File: src/rtl/divider_pkg.sv
// Shared types and constants for the multicycle restoring divider.
package divider_pkg;

    typedef enum logic [1:0] {
        IDLE,
        RUN,
        DONE
    } state_t;

    localparam int unsigned DIV_WIDTH  = 32;
    localparam int unsigned DIV_CNT_W  = $clog2(DIV_WIDTH);
    localparam logic [5:0]  FUNCT_DIVU = 6'd27;

endpackage

File: src/rtl/div_step.sv
// One restoring-division step: shift in the next dividend bit, trial-subtract, keep or restore.
module div_step #(
    parameter int unsigned W = 32
) (
    input  logic [W-1:0] rem,
    input  logic [W-1:0] quot,
    input  logic [W-1:0] divisor,
    output logic [W-1:0] rem_next,
    output logic [W-1:0] quot_next
);

    logic [W:0] w_shift;
    logic [W:0] w_t;

    // rem < divisor always holds between steps, so the top bit of w_shift never carries data.
    assign w_shift   = {rem, quot[W-1]};
    assign w_t       = w_shift - {1'b0, divisor};
    assign rem_next  = w_t[W] ? w_shift[W-1:0] : w_t[W-1:0];
    assign quot_next = {quot[W-2:0], ~w_t[W]};

endmodule

File: src/rtl/divider.sv
// Multicycle restoring divider for DIVU: one quotient bit per cycle, result {rem, quot}.
// Optional signed mode (Div port, magnitude conversion and sign fix-up) under DIVIDER_SIGNED_EN.
module divider
    import divider_pkg::*;
#(
    parameter int unsigned WIDTH = DIV_WIDTH
) (
    input  logic                 clk,
    input  logic                 reset,
    input  logic                 Divu,
`ifdef DIVIDER_SIGNED_EN
    input  logic                 Div,
`endif
    input  logic [WIDTH-1:0]     dataA,
    input  logic [WIDTH-1:0]     dataB,
    output logic                 busy,
    output logic                 done,
    output logic [2*WIDTH-1:0]   dataOut
);

    localparam int unsigned CNT_W = $clog2(WIDTH);

    state_t             r_state;
    logic [CNT_W-1:0]   r_cnt;
    logic [WIDTH-1:0]   r_rem;
    logic [WIDTH-1:0]   r_quot;
    logic [WIDTH-1:0]   r_divisor;

    logic [WIDTH-1:0]   w_rem_next;
    logic [WIDTH-1:0]   w_quot_next;
    logic [WIDTH-1:0]   w_a_mag;
    logic [WIDTH-1:0]   w_b_mag;
    logic [WIDTH-1:0]   w_res_rem;
    logic [WIDTH-1:0]   w_res_quot;

`ifdef DIVIDER_SIGNED_EN
    logic               r_neg_q;
    logic               r_neg_r;
    logic               w_sgn_a;
    logic               w_sgn_b;

    // Signed operands are divided as magnitudes; signs are reapplied when the result is written.
    assign w_sgn_a    = Div & dataA[WIDTH-1];
    assign w_sgn_b    = Div & dataB[WIDTH-1];
    assign w_a_mag    = w_sgn_a ? (~dataA + WIDTH'(1)) : dataA;
    assign w_b_mag    = w_sgn_b ? (~dataB + WIDTH'(1)) : dataB;
    assign w_res_quot = r_neg_q ? (~r_quot + WIDTH'(1)) : r_quot;
    assign w_res_rem  = r_neg_r ? (~r_rem + WIDTH'(1)) : r_rem;
`else
    assign w_a_mag    = dataA;
    assign w_b_mag    = dataB;
    assign w_res_quot = r_quot;
    assign w_res_rem  = r_rem;
`endif

    div_step #(
        .W         (WIDTH)
    ) u_step (
        .rem       (r_rem),
        .quot      (r_quot),
        .divisor   (r_divisor),
        .rem_next  (w_rem_next),
        .quot_next (w_quot_next)
    );

    // busy stays high through the cycle done is asserted and drops on the following edge.
    always_ff @(posedge clk) begin
        if (reset) begin
            r_state   <= IDLE;
            r_cnt     <= '0;
            r_rem     <= '0;
            r_quot    <= '0;
            r_divisor <= '0;
            busy      <= 1'b0;
            done      <= 1'b0;
            dataOut   <= '0;
`ifdef DIVIDER_SIGNED_EN
            r_neg_q   <= 1'b0;
            r_neg_r   <= 1'b0;
`endif
        end else begin
            done <= 1'b0;
            case (r_state)
                IDLE: begin
                    busy <= Divu;
                    if (Divu) begin
                        r_rem     <= '0;
                        r_quot    <= w_a_mag;
                        r_divisor <= w_b_mag;
                        r_cnt     <= '0;
                        r_state   <= RUN;
`ifdef DIVIDER_SIGNED_EN
                        r_neg_q   <= w_sgn_a ^ w_sgn_b;
                        r_neg_r   <= w_sgn_a;
`endif
                    end
                end
                RUN: begin
                    r_rem  <= w_rem_next;
                    r_quot <= w_quot_next;
                    if (r_cnt == CNT_W'(WIDTH - 1)) begin
                        r_cnt   <= '0;
                        r_state <= DONE;
                    end else begin
                        r_cnt <= r_cnt + CNT_W'(1);
                    end
                end
                DONE: begin
                    done    <= 1'b1;
                    dataOut <= {w_res_rem, w_res_quot};
                    r_state <= IDLE;
                end
                default: r_state <= IDLE;
            endcase
        end
    end

endmodule

File: config.mk
export PLATFORM = sky130hd
export DESIGN_NAME = divider
export DESIGN_NICKNAME = d
export VERILOG_FILES = /design/src/rtl/divider_pkg.sv /design/src/rtl/div_step.sv /design/src/rtl/divider.sv
export SDC_FILE = /design/constraint.sdc
export NUM_CORES = 1
export LEC_CHECK = 0
export BUFFER_PORTS_ARGS = -buffer_cell sky130_fd_sc_hd__buf_2
export CAP_MARGIN = 10
export CORE_ASPECT_RATIO = 0.7
export CORE_MARGIN = 2
export CORE_UTILIZATION = 51
export DETAILED_ROUTE_END_ITERATION = 6
export PLACE_DENSITY_LB_ADDON = 0.25
export SYNTH_ARGS = -nofsm -noshare
export SYNTH_HDL_FRONTEND = slang
export SYNTH_SLANG_ARGS = --single-unit
File: constraint.sdc
create_clock -name clk -period 2.8 [get_ports clk]
set_input_delay 0.56 -clock clk [delete_from_list [all_inputs] [get_ports clk]]
set_output_delay 0.56 -clock clk [all_outputs]
set_load 0.05 [all_outputs]
==> reports/results.md <==
| Parameter | Value | Unit |
|---|---|---|
| Part of the Yosys area used for sequential elements | 40.7 | % |
| YS warnings | 0 | - |
| WL/cell | 14.6 | um |
| Area used by multi-input combinational logic | 4470 | um^2 |
| Mean instance size in the synthesized netlist | 7.83 | um^2 |
| Die boundary width | 157 | um |
| Initial antenna violation count | 0 | - |
| Routed wire length | 20,700 | um |
| Max-slew violation count | 0 | - |
| HP Class | in -> reg | - |
| Deepest clock path buffer count | 2 | - |
| Final non-filler cell total | 1,415 | - |
| Final worst-path setup slack | 0.0542 | ns |
| Post-route ant nets | 0 | - |
| Net count of the mapped netlist | 1,165 | - |
| Initial DRT Pass Iterations | 5 | - |
| Main synth FF type | sky130_fd_sc_hd__dfxtp_1 | - |
| Worst Hold Slack | 0.351 | ns |
| Max-slew headroom at the worst pin | 35.5 | % |
| CORE AREA | 16,200 | um^2 |
| Synthesis-to-finish area growth | 19.1 | % |
| Post-Syn Instances | 1,063 | - |
| Met3 WL | 1180 | um |
| Number of different library cells in the post-synthesis netlist | 60 | - |
| Global route overflow | 0 | - |
| Critical path's top delay family | compound AO/OA/AOI/OAI gates | - |
| Data arrival, critical path | 3.07 | ns |
| Highest routing layer actually used | met4 | - |
| Maximum number of pins on one net before global-route repair | 97 | - |
| Worst Setup Path Type | reg -> reg | - |
| Period minus WS final | 2.75 | ns |
| Placement row count | 39 | - |
| Data required time at the worst endpoint | 3.12 | ns |
| Crit path capture type | register | - |
| CTS tree | built | - |
| Share of the synthesized area in the top cell type | 40.7 | % |
| Clock buffers created by TritonCTS | 17 | - |
| Leading cell types in the layout, fill and taps excluded | sky130_fd_sc_hd__nand2_1, sky130_fd_sc_hd__dfxtp_1, sky130_fd_sc_hd__buf_2 | - |
| Largest driver fanout on the critical path | 7 | - |
| Most common library cell in the layout ignoring fill and taps | sky130_fd_sc_hd__nand2_1 | - |
| Setup repair after global routing missed its margin | yes | - |
| DP Cell Count | 1,375 | - |
| Clock slew at the register clock pins of the worst setup and hold paths | 0.07 | ns |
| DR iter-0 viols | 621 | - |
| Worst path max stage delay | 0.34 | ns |
| Number of top-level pins | 133 | - |
| Combined global-route utilization of all metal layers | 23.6 | % |
| Peak Freq | 0.364 | GHz |
| Cell Chain, Critical Path | inv_2, ha_4, inv_2, fa_2, a21o_2, nand4_1, a31oi_4, o211ai_2, a21oi_2, o2bb2ai_4, xnor2_4, buf_6, buf_6, buf_6, a32oi_1, o21ai_1 | - |
| Filler cell count | 1,504 | - |
| Power density over cell area | 1390 | nW/um^2 |
| Largest area contributor in the netlist | sky130_fd_sc_hd__dfxtp_1 | - |
| Port buffer count | 132 | - |
| Minimum setup slack after placement | -0.0221 | ns |
| EDFF count, synth | 0 | - |
| Fraction of final layout cells with drive strength greater than 1 | 19.7 | % |
| Fin nets | 1,279 | - |
| Number of failing hold endpoints at the final stage | 0 | - |
| Flip-flop and latch count after synthesis | 169 | - |
| Top area cells in the synthesized netlist | sky130_fd_sc_hd__dfxtp_1, sky130_fd_sc_hd__nand2_1, sky130_fd_sc_hd__a21oi_1, sky130_fd_sc_hd__ha_1, sky130_fd_sc_hd__a311oi_1 | - |
| Antenna fix cells | 0 | - |
| Clk_lat worst skew | 0.44 | ns |
| Starting utilization of the core area | 51.5 | % |
| Global-route wire length before repair | 33,000 | um |
| Drt via density | 5.39 | - |
| Period Utilization, post-route | 98.1 | % |
| Via count of the first global-routing pass | 6,672 | - |
| Final weighted congestion of routability-driven global placement | 0.964 | - |
| Static Leakage | 4.34 | nW |
| Number of remaining DRC errors | 0 | - |
| Cell occurring most often along the worst timing path | sky130_fd_sc_hd__buf_6 | - |
| Tightest Pin Transition | 0.968 | ns |
| Fraction of synthesis flops using an asynchronous set or reset pin | 0 | % |
| Worst ir drop on vdd | 0.000929 | V |
| # clock sinks | 169 | - |
| Total via count in the routed design | 7,626 | - |
| Slowest cell on crit path | sky130_fd_sc_hd__fa_2 | - |
| Clk_skew | 0.0117 | ns |
| Core occupancy in the finished layout | 61.4 | % |
| Crit path buf inv count | 5 | - |
| Routed met1 length | 10,600 | um |
| # hold bufs at CTS | 0 | - |
| Clock root buffer | sky130_fd_sc_hd__clkbuf_16 | - |
| H-tree levels | 4 | - |
| Worst setup SP type | register | - |
| DIE AREA | 17,400 | um^2 |
| Total setup violations reported at the end of the flow | 0 | - |
| Seq. cell area | 3390 | um^2 |
| Height of the die | 111 | um |
| Detail Placement HPWL | 14,300 | um |
| Max-cap viol count | 0 | - |
| Result of the run | finished clean | - |
| WL met2 | 8700 | um |
| Mapped Area | 8320 | um^2 |
## kinds of logic (layout without fill, tap and decap cells)
logic type	Yosys count	after routing	share of synthesized area (%)
adders and majority gates	35	35	5.35
DFF	169	169	40.7
AOI/OAI and AO/OA	284	284	21.6
buffers and inverters	114	241	6.56
and+or+nand+nor	409	409	19.8
xor gates and xnor gates	29	29	3.28
muxes	23	23	2.77
## state kept, by name, indices dropped and copies added, names as in the netlist
signal / cells
dataOut: 64
done: 1
busy: 1
r_quot: 32
r_cnt: 5
r_divisor: 32
r_rem: 32
r_state: 2
## cell type report
cell class                      count  area share [%]
Clock buffer                       17            4.29
Tap cell                          225            2.84
Inverter                           39            1.48
Clock inverter                     15            1.63
Sequential cell                   169            34.2
Multi-Input combinational cell    780            45.1
Timing Repair Buffer              170            10.5
## metrics by stage
step	instance area, um^2	total power, mW	setup TNS (ns)
after floorplan	8320	8.80	0
after global placement	9150	10.0	0
after detailed placement	9150	10.1	-0.0244
after CTS	9750	12.5	-0.00237
after global routing	9910	14.5	-0.549
final	9910	13.8	0
## worst paths after layout
| path | from | end | slack (ns) | cells past startpoint |
|---|---|---|---|---|
| hold / removal | dataB[4] | r_divisor[4] | 0.35 | 3 |
| setup reg to reg | r_quot[31] | r_rem[21] | 0.05 | 16 |
| hold reg to reg | dataOut[35] | dataOut[35] | 0.45 | 2 |
| setup / recovery | r_quot[31] | r_rem[21] | 0.05 | 16 |
## Yosys cell counts (all sizes together), types with 3 or more instances
cell type and number:
nand2 301, nor2b 3, a21boi 3, a32oi 6, mux2i 23, o21ai 50
clkbuf 49, inv 39, xor2 10, xnor2 19, nor2 58, a21oi 131
ha 34, nand2b 6, nand3 15, nand4 10, a31oi 7, dfxtp 169
buf 24, nor3 6, o21a 8, a311oi 32, a21o 27
## per-layer routing
layer  vias to the layer above  global-route usage (%)
met3                        24                    5.63
met2                       191                    34.0
met5                         -                       0
li1                       3860                       -
met1                      3551                    34.9
met4                         0                    6.73
## worst register-to-register path, stage by stage, from the launching register on
cell	delay [ns]
sky130_fd_sc_hd__dfxtp_2	0.32
sky130_fd_sc_hd__inv_2	0.06
sky130_fd_sc_hd__ha_4	0.13
sky130_fd_sc_hd__inv_2	0.03
sky130_fd_sc_hd__fa_2	0.34
sky130_fd_sc_hd__a21o_2	0.20
sky130_fd_sc_hd__nand4_1	0.14
sky130_fd_sc_hd__a31oi_4	0.12
sky130_fd_sc_hd__o211ai_2	0.20
sky130_fd_sc_hd__a21oi_2	0.11
sky130_fd_sc_hd__o2bb2ai_4	0.18
sky130_fd_sc_hd__xnor2_4	0.15
sky130_fd_sc_hd__buf_6	0.14
sky130_fd_sc_hd__buf_6	0.11
sky130_fd_sc_hd__buf_6	0.12
sky130_fd_sc_hd__a32oi_1	0.18
sky130_fd_sc_hd__o21ai_1	0.09
## power by group
| group | internal [mW] | switching [mW] | total, mW |
|---|---|---|---|
| logic | 4.17 | 4.26 | 8.44 |
| clock network | 1.26 | 1.08 | 2.34 |
| registers | 2.67 | 0.324 | 3.00 |
## timing repair
action | 4_1_cts | 5_1_grt
endpoints found under the setup margin | 4 | 33
resized for setup | 1 | 24
cloned | 0 | 3
buffers inserted | 0 | 5
pin swaps | 1 | 8
Note: power is estimated with default switching activity, not from simulation.
